--- src/rtl/shift_scheduler.sv ---
// shift_scheduler
//   Turns button presses and a periodic auto-sweep tick into single-cycle
//   shift pulses for a 4-position one-hot shifter, spacing pulses by a
//   holdoff and mirroring the shifter's position and sweep direction.
//
// Parameters
//   PERIOD      auto-sweep tick interval in clocks (>= 2)
//   GAP         holdoff length after each pulse (>= 2); pulses start GAP+1 apart
//
// Ports
//   clk         clock, all state on rising edge
//   reset_n     asynchronous active-low reset
//   btn_left    synchronized level request: move lit position left
//   btn_right   synchronized level request: move lit position right
//   auto_en     enables the automatic bouncing sweep
//   shift_left  one-cycle pulse to the shifter's shift_left input
//   shift_right one-cycle pulse to the shifter's shift_right input
//   pos         mirrored position, 0 = leftmost, 3 = rightmost
//   auto_dir    sweep direction, 1 = rightward, 0 = leftward
//   busy        high whenever the scheduler is not idle
module shift_scheduler #(
    parameter int PERIOD = 8,
    parameter int GAP    = 2
) (
    input  logic       clk,
    input  logic       reset_n,
    input  logic       btn_left,
    input  logic       btn_right,
    input  logic       auto_en,
    output logic       shift_left,
    output logic       shift_right,
    output logic [1:0] pos,
    output logic       auto_dir,
    output logic       busy
);

    localparam int TW = (PERIOD > 2) ? $clog2(PERIOD) : 1;
    localparam int HW = (GAP > 2) ? $clog2(GAP) : 1;

    typedef enum logic [1:0] {IDLE, PULSE, HOLDOFF} state_t;

    state_t        state, state_nxt;
    logic [HW-1:0] hold_cnt, hold_cnt_nxt;
    logic [TW-1:0] timer;
    logic          btn_l_q, btn_r_q;
    logic          pend_l, pend_r, pend_a;
    logic          rise_l, rise_r, tick, pend_a_eff;
    logic          grant_l, grant_r, grant_a;
    logic          go_left, go_right;
    logic [1:0]    pos_nxt;
    logic          dir_nxt;

    assign rise_l = btn_left & ~btn_l_q;
    assign rise_r = btn_right & ~btn_r_q;
    assign tick   = auto_en && (timer == TW'(PERIOD - 1));
    // A tick left over from before auto_en dropped must not be granted.
    assign pend_a_eff = pend_a & auto_en;

    always_comb begin
        state_nxt    = state;
        hold_cnt_nxt = hold_cnt;
        grant_l      = 1'b0;
        grant_r      = 1'b0;
        grant_a      = 1'b0;
        case (state)
            IDLE: begin
                if (pend_l) begin
                    grant_l   = 1'b1;
                    state_nxt = PULSE;
                end else if (pend_r) begin
                    grant_r   = 1'b1;
                    state_nxt = PULSE;
                end else if (pend_a_eff) begin
                    grant_a   = 1'b1;
                    state_nxt = PULSE;
                end
            end
            PULSE: begin
                state_nxt    = HOLDOFF;
                hold_cnt_nxt = '0;
            end
            HOLDOFF: begin
                if (hold_cnt == HW'(GAP - 2)) begin
                    state_nxt = IDLE;
                end else begin
                    hold_cnt_nxt = hold_cnt + 1'b1;
                end
            end
            default: state_nxt = IDLE;
        endcase
    end

    // Auto grants bounce off the walls; buttons always go where asked,
    // even when that is into a wall.
    always_comb begin
        go_left  = grant_l | (grant_a & (auto_dir ? (pos == 2'd3) : (pos != 2'd0)));
        go_right = grant_r | (grant_a & (auto_dir ? (pos != 2'd3) : (pos == 2'd0)));

        pos_nxt = pos;
        if (go_right && pos != 2'd3) pos_nxt = pos + 2'd1;
        if (go_left && pos != 2'd0)  pos_nxt = pos - 2'd1;

        dir_nxt = auto_dir;
        if (grant_a && auto_dir && pos == 2'd3)  dir_nxt = 1'b0;
        if (grant_a && !auto_dir && pos == 2'd0) dir_nxt = 1'b1;
    end

    always_ff @(posedge clk or negedge reset_n) begin
        if (!reset_n) begin
            state       <= IDLE;
            hold_cnt    <= '0;
            timer       <= '0;
            btn_l_q     <= 1'b0;
            btn_r_q     <= 1'b0;
            pend_l      <= 1'b0;
            pend_r      <= 1'b0;
            pend_a      <= 1'b0;
            shift_left  <= 1'b0;
            shift_right <= 1'b0;
            pos         <= 2'd0;
            auto_dir    <= 1'b1;
            busy        <= 1'b0;
        end else begin
            state    <= state_nxt;
            hold_cnt <= hold_cnt_nxt;
            btn_l_q  <= btn_left;
            btn_r_q  <= btn_right;
            // A fresh edge wins over the clear on grant, so it is not lost.
            pend_l   <= rise_l | (pend_l & ~grant_l);
            pend_r   <= rise_r | (pend_r & ~grant_r);
            if (!auto_en) begin
                timer  <= '0;
                pend_a <= 1'b0;
            end else begin
                timer  <= tick ? '0 : timer + 1'b1;
                pend_a <= tick | (pend_a & ~grant_a);
            end
            shift_left  <= go_left;
            shift_right <= go_right;
            pos         <= pos_nxt;
            auto_dir    <= dir_nxt;
            busy        <= (state_nxt != IDLE);
        end
    end

endmodule

--- config.mk ---
export PLATFORM = sky130hd
export DESIGN_NAME = shift_scheduler
export DESIGN_NICKNAME = d
export VERILOG_FILES = /design/src/rtl/shift_scheduler.sv
export SDC_FILE = /design/constraint.sdc
export NUM_CORES = 1
export LEC_CHECK = 0
export ABC_CLOCK_PERIOD_IN_PS = 5200
export BUFFER_PORTS_ARGS = -buffer_cell sky130_fd_sc_hd__buf_2
export CORE_AREA = 2 2 39 41
export DETAILED_ROUTE_END_ITERATION = 7
export DIE_AREA = 0 0 41 43
export MAX_ROUTING_LAYER = met4
export PLACE_DENSITY = 0.75
export REMOVE_ABC_BUFFERS = 1
export SLEW_MARGIN = 40
export SYNTH_ARGS = -nofsm -noshare
export SYNTH_HDL_FRONTEND = slang
export SYNTH_SLANG_ARGS = --single-unit
--- constraint.sdc ---
create_clock -name clk -period 5.2 [get_ports clk]
set_clock_uncertainty 0.2 [all_clocks]
set_input_delay 0.52 -clock clk [delete_from_list [all_inputs] [get_ports clk]]
set_output_delay 0.52 -clock clk [all_outputs]
set_load 0.005 [all_outputs]
==> results of run 1 <==
[state kept, by name, indices dropped and copies added (netlist names)]
register / count
timer: 3
pos: 2
state: 2
auto_dir: 1
btn_l_q: 1
btn_r_q: 1
busy: 1
pend_a: 1
pend_l: 1
pend_r: 1
shift_left: 1
shift_right: 1
[layout by cell type, fill, tap and decap left out, types with 2 or more instances in the layout]
cell,synthesis,routed
sky130_fd_sc_hd__ha_1,2,2
sky130_fd_sc_hd__a21oi_1,3,3
sky130_fd_sc_hd__buf_2,0,10
sky130_fd_sc_hd__a211oi_1,2,2
sky130_fd_sc_hd__o21ai_0,8,8
sky130_fd_sc_hd__nand2_1,4,4
sky130_fd_sc_hd__inv_1,4,4
sky130_fd_sc_hd__nor2_1,2,2
sky130_fd_sc_hd__nor3_1,2,2
sky130_fd_sc_hd__clkbuf_4,0,3
sky130_fd_sc_hd__and2_1,2,2
sky130_fd_sc_hd__dfrtp_1,15,15
[what timing repair did]
| item | 4_1_cts | 5_1_grt |
|---|---|---|
| gates resized for setup | 0 | 0 |
| buffers inserted | 0 | 0 |
| endpoints found under the hold margin | 15 | 0 |
| hold buffers | 1 | 0 |
[power breakdown]
part | internal, uW | switching (uW) | leakage [uW]
Sequential | 160 | 38.8 | 0.000195
Clock | 42.5 | 36.2 | 0.0000210
Combinational | 51.8 | 57.8 | 0.000166
Total | 254 | 133 | 0.000382
[kinds of logic (layout without fill, tap and decap cells)]
kind of cell | count (synthesis) | in the layout | synth area share
adders and majority gates | 3 | 3 | 0.0501
AOI/OAI and AO/OA | 16 | 16 | 0.141
buffers and inverters | 7 | 19 | 0.0483
DFF | 16 | 16 | 0.574
and+or+nand+nor | 22 | 22 | 0.186
[critical path, delay by kind of cell, from the launching register on]
family | cells | cell delay (ns)
flops | 1 | 0.40
simple gates | 3 | 0.90
compound gates | 1 | 0.17
[how the worst max path moves through the flow]
stage / from / cells past startpoint / end / slack (ns)
2_1_floorplan: state[1] / 4 / pend_a / 3.53
4_1_cts: state[1] / 4 / auto_dir / 3.42
3_3_place_gp: state[1] / 4 / pend_a / 3.50
5_1_grt: state[1] / 4 / auto_dir / 3.32
3_5_place_dp: state[1] / 4 / auto_dir / 3.43
6_report: state[1] / 4 / pend_a / 3.42
[metal layers]
metal,part of all wire,vias to the layer above,track usage
li1,-,244,-
met1,0.47,237,0.232
met2,0.48,11,0.256
met3,0.041,2,0.0314
met4,0.0071,0,0.0800
met5,0,-,-
[through the flow]
stage / cells / total power (uW) / hold WS [ns]
3_5_place_dp: 87 / 312 / 0.212
4_1_cts: 92 / 391 / 0.150
3_3_place_gp: 87 / 307 / 0.204
5_1_grt: 92 / 426 / 0.138
6_report: 92 / 387 / 0.154
2_1_floorplan: 61 / 267 / 0.0244
[area by class of cell]
class,count,area [um2],area share
Sequential cell,16,402,0.504
Multi-Input combinational cell,41,264,0.331
Timing Repair Buffer,11,60.1,0.0754
Clock buffer,4,36.3,0.0455
Tap cell,16,20.0,0.0251
Inverter,4,15.0,0.0188
==> results.txt, run 1 <==
----------------------------------------------------
[Synthesis]
  Dominant cells by area after synthesis ... sky130_fd_sc_hd__dfrtp_1 54%, sky130_fd_sc_hd__o21ai_0 5.7%, sky130_fd_sc_hd__dfstp_2 3.8%, sky130_fd_sc_hd__ha_1 3.6%, sky130_fd_sc_hd__a21oi_1 2.1%
  Yosys warning total ... 0
  Count leader, synth ... sky130_fd_sc_hd__dfrtp_1
  Dominant cell type by area after synthesis ... sky130_fd_sc_hd__dfrtp_1
  Number of synthesized register bits ... 16
  Mean area per synthesized cell ... 10.9 um2
  Synth top area share ... 0.537
  List of most frequent post-synthesis cells ... 15 x sky130_fd_sc_hd__dfrtp_1, 8 x sky130_fd_sc_hd__o21ai_0, 4 x sky130_fd_sc_hd__inv_1, 4 x sky130_fd_sc_hd__nand2_1, 3 x sky130_fd_sc_hd__a21oi_1
  Main synth FF type ... sky130_fd_sc_hd__dfrtp_1
  Fraction of the yosys area taken by sequential cells ... 0.574
  Number of instances in the synthesized netlist ... 64
  Library cells used by synthesis ... 29
  Post-synthesis instance area ... roughly 700 um2
  Number of synthesized flops with an enable pin ... 0
  FFs w/ async S/R, synth ... 1.00

[Detailed routing]
  Residual DRC count ... 0
  Avg Vias per Cell ... 5.37
  Violation count after the first detailed-routing iteration ... 3
  DR pass1 iterations ... 2
  Vias ... 494
  Wire length reported by the detailed router ... approximately 1100 um
  Residual antenna-violating net count after detailed routing ... 0
  Routed length per instance ... about 12 um

[Critical path]
  Slowest CP cell ... sky130_fd_sc_hd__or4_4
  Capture instance of the worst register-to-register path ... pend_a
  Worst stage delay on the critical path ... 0.53 ns
  Startpoint of the lowest-slack register-to-register path ... state[1]
  Maximum net fanout on the critical path ... 7
  Crit path cell chain ... or2_1 -> or4_4 -> a21oi_1 -> nor2b_1
  Critical path class ... register to register
  Worst setup EP type ... register
  Critical Path AT ... 1.75 ns
  Slack of the worst reg-to-reg path ... between 3 and 4 ns
  Worst r2r path cells ... 4
  Data required time of the critical path ... ~5.2 ns
  Worst Setup Start Kind ... register

[GRT]
  Wire length of the first global-routing pass ... slightly above 2000 um
  Number of global-route vias before repair ... 472
  Overall track demand over capacity in global routing ... 0.176
  Pin count of the biggest net entering global routing ... 17
  Initial antenna violation count ... 0
  GRT overflow ... 0

[Layout]
  Fraction of final layout cells with drive strength greater than 1 ... 0.263
  Antenna diode instance count ... 0
  Net total in the final layout ... 84
  Fin util ... 0.576
  Final-layout fill cell count ... 123
  Synth-to-Final Area Change ... 14.0%
  Post-Layout Inst Area ... about 800 um2

[Floorplanning]
  Initial core utilization ... 0.505
  Die W ... 41 um
  Io pins ... 11
  Placeable core area ... 1380 um2
  DIE HEIGHT ... 43 um
  Die area ... between 1500 and 2000 um2
  Row Count ... 14

[STA]
  Max frequency ... ~560 MHz
  Final count of negative-setup-slack endpoints ... 0
  Actual slew at the worst max-slew pin ... roughly 0.35 ns
  Number of hold violations in the final report ... 0
  Slack of the critical path ... ~3.4 ns
  Post-layout min period ... 1.78 ns
  Slew Limit Headroom ... 0.769
  Final Max Slew Viols ... 0
  Share of the clock period used by the worst path ... 0.341
  Setup repair after global routing missed its margin ... no
  Final TNS setup ... 0 ns

[Power]
  Power density normalized to cell area ... slightly below 500 nW/um2
  Max IR drop VDD ... 0.000204 V
  Leakage Power ... 0.000382 uW

[Placement]
  IO Port Bufs ... 10
  Pre-CTS worst setup slack ... 3.43 ns
  Gpl congestion ... 0.794
  Estimated wirelength of the detail-placed design ... 820 um
  DP Area ... 751 um2

[Clock network]
  CTS Buf Count ... 3
  CTS tree ... done
  Later-pin clock latency in the skew report ... around 0.28 ns
  H-tree depth ... 1
  Maximum number of buffers from clock root to sink ... 2
  CTS Root Buffer Type ... sky130_fd_sc_hd__clkbuf_4
  Clock tree sinks ... 16
  Clock transition at path regs ... approximately 0.090 ns

[Hold path]
  Endpoint, Worst Hold ... btn_r_q
  Path type of the worst min-delay path ... primary input to register
  Count of cells along the worst hold path ... 1
  Hold wc startpoint ... btn_right

[Flow run]
  Max Cap Violations ... 0

[Status]
  Run status ... complete, no violations

----------------------------------------------------
Power figures use the tool's default switching activity.
==> inputs of run 2 (changes only) <==
--- a/config.mk
+++ b/config.mk
@@ -5,13 +5,12 @@
 export SDC_FILE = /design/constraint.sdc
 export NUM_CORES = 1
 export LEC_CHECK = 0
-export ABC_CLOCK_PERIOD_IN_PS = 5200
+export ABC_CLOCK_PERIOD_IN_PS = 1800
 export BUFFER_PORTS_ARGS = -buffer_cell sky130_fd_sc_hd__buf_2
-export CORE_AREA = 2 2 39 41
+export CORE_UTILIZATION = 52
 export DETAILED_ROUTE_END_ITERATION = 7
-export DIE_AREA = 0 0 41 43
 export MAX_ROUTING_LAYER = met4
-export PLACE_DENSITY = 0.75
+export PLACE_DENSITY = 0.74
 export REMOVE_ABC_BUFFERS = 1
 export SLEW_MARGIN = 40
 export SYNTH_ARGS = -nofsm -noshare
==> constraint.sdc (replaced) <==
create_clock -name clk -period 1.8 [get_ports clk]
set_clock_uncertainty 0.2 [all_clocks]
set_input_delay 0.18 -clock clk [delete_from_list [all_inputs] [get_ports clk]]
set_output_delay 0.18 -clock clk [all_outputs]
set_load 0.005 [all_outputs]
==> run 2 against run 1 <==
Via count up 2.4%. Sequential cell count unchanged. Core utilization up 15 points. Hold slack worse by 0.023 ns. Clock power rose to 3.0 times the previous value. Power rose to 3.1 times the previous value. Largest power group unchanged.
==> results.txt, run 2 (same netlist as run 1, synthesis figures left out) <==
----------------------------------------------------
[Floorplanning]
  Die W ... 38.7 um (-5.7%)
  Initial core utilization ... 0.597 (+0.0918)
  Die area ... 1500 um2 (-15%)
  Placeable core area ... 1170 um2 (-15%)
  Row Count ... 12 (-2)
  Io pins ... 11 (unchanged)
  DIE HEIGHT ... 38.7 um (-10%)

[Layout]
  Commonest cells after routing, fill and taps aside ... 15 x sky130_fd_sc_hd__dfrtp_1, 10 x sky130_fd_sc_hd__buf_2, 8 x sky130_fd_sc_hd__o21ai_0
  Synth-to-Final Area Change ... 21.1%
  Net total in the final layout ... 90 (+7.1%)
  Leading cell type in the layout, fill and taps excluded ... sky130_fd_sc_hd__dfrtp_1
  Register area ... 402 um2 (unchanged)
  Final-layout fill cell count ... 87 (-29%)
  Number of flip-flops under the largest register name ... 3 (unchanged)
  Multi-input logic area ... 264 um2 (unchanged)
  Top register by number of flip-flops ... timer
  Biggest registers after layout ... timer (3), pos (2), state (2)
  Fraction of final layout cells with drive strength greater than 1 ... 0.280 (+0.0173)
  Antenna diode instance count ... 0 (unchanged)

[Power]
  Leakage Power ... 0.000409 uW (+7.1%)
  Switching Share ... 0.345 (+0.00202)
  Max IR drop VDD ... 0.000772 V (+280%)
  Combinational share of power ... 0.352 (+0.069)
  Part of the power in the clock network ... 0.195 (-0.008)
  Tot Pwr ... 1190 uW (+210%)
  Power density normalized to cell area ... 1410 nW/um2 (+190%)
  Cell-internal power ... 783 uW (+210%)
  Net switching power of the design ... 412 uW (+210%)
  Part of the total power dissipated in sequential elements ... 0.453 (-0.061)

[Clock network]
  Clock transition at path regs ... 0.09 ns (about the same)
  Cts repair resizes ... 0 (unchanged)
  CTS Root Buffer Type ... sky130_fd_sc_hd__clkbuf_4
  Clock tree sinks ... 16 (unchanged)
  CTS Buf Count ... 3 (unchanged)
  H-tree depth ... 1 (unchanged)
  Maximum number of buffers from clock root to sink ... 2 (unchanged)
  CTS tree ... done
  Later-pin clock latency in the skew report ... 0.28 ns (about the same)

[Critical path]
  Critical path class ... register to register
  CP Launch Point ... state[1]
  Worst Setup Start Kind ... register
  Slack of the worst reg-to-reg path ... 0.12 ns (-3.31 ns)
  Critical Path AT ... 1.66 ns (-0.09 ns)
  Worst setup endpoint ... pend_a
  Data required time of the critical path ... 1.78 ns (-3.40 ns)
  Startpoint of the lowest-slack register-to-register path ... state[1]
  Worst setup EP type ... register
  Worst r2r path cells ... 4 (unchanged)
  Maximum net fanout on the critical path ... 4 (-3)
  Capture instance of the worst register-to-register path ... pend_a

[STA]
  Number of hold violations in the final report ... 0 (unchanged)
  Max frequency ... 594 MHz (+5.5%)
  Actual slew at the worst max-slew pin ... 0.344 ns (-0.00273 ns)
  Post-layout min period ... 1.68 ns (-0.0928 ns)
  Setup repair after global routing missed its margin ... no
  Final count of negative-setup-slack endpoints ... 0 (unchanged)
  Final Max Slew Viols ... 0 (unchanged)
  Share of the clock period used by the worst path ... 0.935 (+0.593)
  Slew Limit Headroom ... 0.770 (+0.00182)
  Final TNS setup ... 0 ns (unchanged)

[Detailed routing]
  Routed length per instance ... 12.7 um (+4.6%)
  Wire length reported by the detailed router ... 1220 um (+9.1%)
  DR pass1 iterations ... 4 (+2)
  Residual antenna-violating net count after detailed routing ... 0 (unchanged)
  Vias ... 506 (+2.4%)
  Violation count after the first detailed-routing iteration ... 4 (+1)
  Residual DRC count ... 0 (unchanged)
  Avg Vias per Cell ... 5.27 (-1.8%)

[GRT]
  Wire length of the first global-routing pass ... 2040 um (+0.35%)
  Initial antenna violation count ... 0 (unchanged)
  Overall track demand over capacity in global routing ... 0.213 (+0.0371)
  GRT overflow ... 0 (unchanged)
  Pin count of the biggest net entering global routing ... 17 (unchanged)
  Number of global-route vias before repair ... 513 (+8.7%)

[Status]
  Run status ... complete, no violations

[Placement]
  Gpl congestion ... 0.739 (-7.0%)
  IO Port Bufs ... 10 (unchanged)
  Estimated wirelength of the detail-placed design ... 840 um (+2.4%)

[Hold path]
  Path type of the worst min-delay path ... primary input to async pin

[Flow run]
  Max Cap Violations ... 0 (unchanged)

----------------------------------------------------
==> run 2: critical path: stages (launching register included) <==
cell	delay [ns]
sky130_fd_sc_hd__dfrtp_1	0.39
sky130_fd_sc_hd__or2_1	0.24
sky130_fd_sc_hd__or4_4	0.51
sky130_fd_sc_hd__a21oi_1	0.17
sky130_fd_sc_hd__nor2b_1	0.06
==> run 2: worst min-delay path by stage <==
| stage | from | endpoint | cells past startpoint |
|---|---|---|---|
| 5_1_grt | reset_n | shift_left | 2 |
| 3_5_place_dp | reset_n | shift_left | 1 |
| 2_1_floorplan | reset_n | btn_l_q | 0 |
| 3_3_place_gp | reset_n | shift_left | 1 |
| 6_report | reset_n | pos[1] | 2 |
| 4_1_cts | reset_n | pos[1] | 2 |
==> run 2: cell type report <==
| class | count | share of cell area |
|---|---|---|
| flip-flops and latches | 16 | 0.474 |
| multi-input cells | 41 | 0.312 |
| repair buffers | 17 | 0.133 |
| clock buffers | 4 | 0.0428 |
| well taps | 14 | 0.0207 |
| inverters | 4 | 0.0177 |
==> run 2: metrics by stage <==
step | cell area [um2] | worst slack [ns] | hold slack (ns) | util | cells
after floorplan | 681 | 0.133 | -0.316 | - | 61
after global placement | 771 | 0.175 | -0.0957 | 0.658 | 88
after detailed placement | 771 | 0.129 | -0.0946 | 0.658 | 88
after CTS | 847 | 0.111 | 0.131 | 0.723 | 96
after global routing | 847 | 0.0402 | 0.176 | 0.723 | 96
final | 847 | 0.118 | 0.131 | 0.723 | 96
==> run 2: per-layer routing <==
metal | track usage | vias to the layer above | wire length, um
met5 | - | - | 0
met1 | 0.246 | 229 | 585
met4 | 0.103 | 0 | 9
met2 | 0.346 | 12 | 582
met3 | 0.0520 | 2 | 46
li1 | - | 263 | -
==> run 2: repair_timing <==
item / in CTS / in global routing
hold buffers: 4 / 0
endpoints found under the hold margin: 23 / 0
buffers inserted: 0 / 0
==> run 2: power groups by stage <==
stage               logic, uW  clock network [uW]  registers, uW
finish                    421                 233            541
global route              467                 257            552
CTS                       422                 239            539
detailed placement        412                   0            546
global placement          398                   0            544
floorplan                 209                   0            563
==> inputs of run 3 (changes only) <==
--- a/config.mk
+++ b/config.mk
@@ -5,12 +5,13 @@
 export SDC_FILE = /design/constraint.sdc
 export NUM_CORES = 1
 export LEC_CHECK = 0
-export ABC_CLOCK_PERIOD_IN_PS = 1800
+export ABC_CLOCK_PERIOD_IN_PS = 2200
 export BUFFER_PORTS_ARGS = -buffer_cell sky130_fd_sc_hd__buf_2
-export CORE_UTILIZATION = 52
+export CORE_AREA = 2 2 39 41
 export DETAILED_ROUTE_END_ITERATION = 7
+export DIE_AREA = 0 0 41 43
 export MAX_ROUTING_LAYER = met4
-export PLACE_DENSITY = 0.74
+export PLACE_DENSITY = 0.75
 export REMOVE_ABC_BUFFERS = 1
 export SLEW_MARGIN = 40
 export SYNTH_ARGS = -nofsm -noshare
==> constraint.sdc (replaced) <==
create_clock -name clk -period 2.2 [get_ports clk]
set_clock_uncertainty 0.2 [all_clocks]
set_input_delay 0.22 -clock clk [delete_from_list [all_inputs] [get_ports clk]]
set_output_delay 0.22 -clock clk [all_outputs]
set_load 0.005 [all_outputs]
==> run 3 against run 2 <==
Die area grew 18%. Clock power fell by 36%. Largest cell class unchanged. Sequential share of layout area up 2.4 points. Via count shrank 2.4%. Critical path type unchanged.
==> results.txt, run 3 (same netlist as run 1, synthesis figures left out) <==
----------------------------------------------------
[Floorplanning]
  Die W ... 41 um (+6.0%)
  Io pins ... 11 (unchanged)
  Row Count ... 14 (+2)
  DIE HEIGHT ... 43 um (+11%)
  Initial core utilization ... 0.505 (-0.0918)
  Die area ... 1760 um2 (+18%)
  Placeable core area ... 1380 um2 (+18%)

[Status]
  Run status ... complete, no violations

[Power]
  Part of the power in the clock network ... 0.172 (-0.023)
  Tot Pwr ... 876 uW (-27%)
  Cell-internal power ... 573 uW (-27%)
  Net switching power of the design ... 303 uW (-27%)
  Leakage Power ... 0.000384 uW (-6.0%)
  Max IR drop VDD ... 0.000470 V (-39%)
  Combinational share of power ... 0.296 (-0.056)
  Part of the total power dissipated in sequential elements ... 0.533 (+0.080)
  Switching Share ... 0.346 (+0.000776)
  Power density normalized to cell area ... 1090 nW/um2 (-23%)

[STA]
  Setup repair after global routing missed its margin ... no
  Post-route worst hold slack ... 0.0171 ns (-0.114 ns)
  Share of the clock period used by the worst path ... 0.807 (-0.128)
  Final count of negative-setup-slack endpoints ... 0 (unchanged)
  Number of hold violations in the final report ... 0 (unchanged)
  Max frequency ... 564 MHz (-5.2%)
  Slack of the critical path ... 0.426 ns (+0.308 ns)
  Post-layout min period ... 1.77 ns (+0.0920 ns)
  Slew Limit Headroom ... 0.773 (+0.00296)
  Final Max Slew Viols ... 0 (unchanged)
  Actual slew at the worst max-slew pin ... 0.340 ns (-0.00444 ns)
  Final TNS setup ... 0 ns (unchanged)

[Clock network]
  Clock tree sinks ... 16 (unchanged)
  Post-CTS setup-driven buffer insertion count ... 0 (unchanged)
  CTS Buf Count ... 3 (unchanged)
  Cts repair resizes ... 0 (unchanged)
  H-tree depth ... 1 (unchanged)
  Clock transition at path regs ... 0.09 ns (about the same)
  Maximum number of buffers from clock root to sink ... 2 (unchanged)
  Later-pin clock latency in the skew report ... 0.28 ns (about the same)
  CTS tree ... done
  CTS Root Buffer Type ... sky130_fd_sc_hd__clkbuf_4
  Number of buffers inserted for hold repair after clock tree synthesis ... 3 (-1)

[GRT]
  Wire length of the first global-routing pass ... 1770 um (-13%)
  GRT overflow ... 0 (unchanged)
  Overall track demand over capacity in global routing ... 0.159 (-0.0544)
  Pin count of the biggest net entering global routing ... 17 (unchanged)
  Initial antenna violation count ... 0 (unchanged)
  Number of global-route vias before repair ... 448 (-13%)

[Layout]
  Commonest cells after routing, fill and taps aside ... 15 x sky130_fd_sc_hd__dfrtp_1, 10 x sky130_fd_sc_hd__buf_2, 8 x sky130_fd_sc_hd__o21ai_0
  Fraction of final layout cells with drive strength greater than 1 ... 0.244 (-0.0369)
  Post-Layout Inst Area ... 807 um2 (-4.7%)
  Final-layout fill cell count ... 112 (+29%)
  Register area ... 402 um2 (unchanged)
  Antenna diode instance count ... 0 (unchanged)
  Multi-input logic area ... 264 um2 (unchanged)
  Leading cell type in the layout, fill and taps excluded ... sky130_fd_sc_hd__dfrtp_1
  Biggest registers after layout ... timer (3), pos (2), state (2)
  Net total in the final layout ... 86 (-4.4%)
  Top register by number of flip-flops ... timer
  Synth-to-Final Area Change ... 15.4%
  Number of flip-flops under the largest register name ... 3 (unchanged)

[Placement]
  Estimated wirelength of the detail-placed design ... 767 um (-8.6%)
  Pre-CTS worst setup slack ... 0.448 ns (+0.319 ns)
  IO Port Bufs ... 10 (unchanged)
  DP Area ... 751 um2 (-2.6%)
  Gpl congestion ... 0.798 (+7.9%)

[Critical path]
  Worst setup EP type ... register
  Critical path class ... register to register
  Critical Path AT ... 1.74 ns (+0.08 ns)
  Worst Setup Start Kind ... register
  Maximum net fanout on the critical path ... 7 (+3)
  Data required time of the critical path ... 2.16 ns (+0.38 ns)

[Hold path]
  Path type of the worst min-delay path ... primary input to register

[Detailed routing]
  Residual antenna-violating net count after detailed routing ... 0 (unchanged)
  Violation count after the first detailed-routing iteration ... 12 (+8)
  Avg Vias per Cell ... 5.26 (-0.29%)
  DR pass1 iterations ... 4 (unchanged)
  Residual DRC count ... 0 (unchanged)
  Vias ... 494 (-2.4%)
  Routed length per instance ... 11.1 um (-13%)
  Wire length reported by the detailed router ... 1050 um (-14%)

[Flow run]
  Max Cap Violations ... 0 (unchanged)

----------------------------------------------------
==> run 3: final timing paths <==
path / start / end / slack, ns / cells past startpoint
min in group asynchronous: reset_n / pos[0] / 0.17 / 2
setup reg to reg: state[1] / pend_a / 0.43 / 4
max in group asynchronous: reset_n / auto_dir / 1.33 / 2
setup / recovery: state[1] / pend_a / 0.43 / 4
hold / removal: auto_en / timer[1] / 0.02 / 2
hold reg to reg: btn_r_q / pend_r / 0.21 / 1
==> run 3: routing by layer <==
| layer | part of all wire | wire length, um | track usage | vias to the layer above |
|---|---|---|---|---|
| met2 | 0.46 | 477 | 0.203 | 11 |
| li1 | - | - | - | 254 |
| met4 | 0.0086 | 9 | 0.120 | 0 |
| met3 | 0.046 | 48 | 0.0314 | 2 |
| met1 | 0.49 | 512 | 0.214 | 227 |
| met5 | 0 | 0 | - | - |
==> run 3: area by class of cell <==
class,instances,area share
multi-input combinational,41,0.327
tap,16,0.0248
clock buffer,4,0.0326
sequential,16,0.498
inverter,4,0.0186
timing repair buffer,13,0.0992
==> run 3: power groups by stage <==
stage	Sequential [uW]	Clock, uW	Combinational, uW
CTS	467	161	264
floorplan	460	0	171
detailed placement	474	0	259
global route	487	175	303
global placement	469	0	257
finish	467	150	259
==> run 3: critical path, cell delays in order, from the launching register on <==
cell                      delay [ns]
sky130_fd_sc_hd__dfrtp_1        0.40
sky130_fd_sc_hd__or2_1          0.31
sky130_fd_sc_hd__or4_4          0.54
sky130_fd_sc_hd__a21oi_1        0.16
sky130_fd_sc_hd__nor2b_1        0.06
==> run 3: metrics by stage <==
step,instances,util
final,94,0.583
after floorplan,61,-
after detailed placement,87,0.542
after CTS,94,0.583
after global routing,94,0.583
after global placement,87,0.542
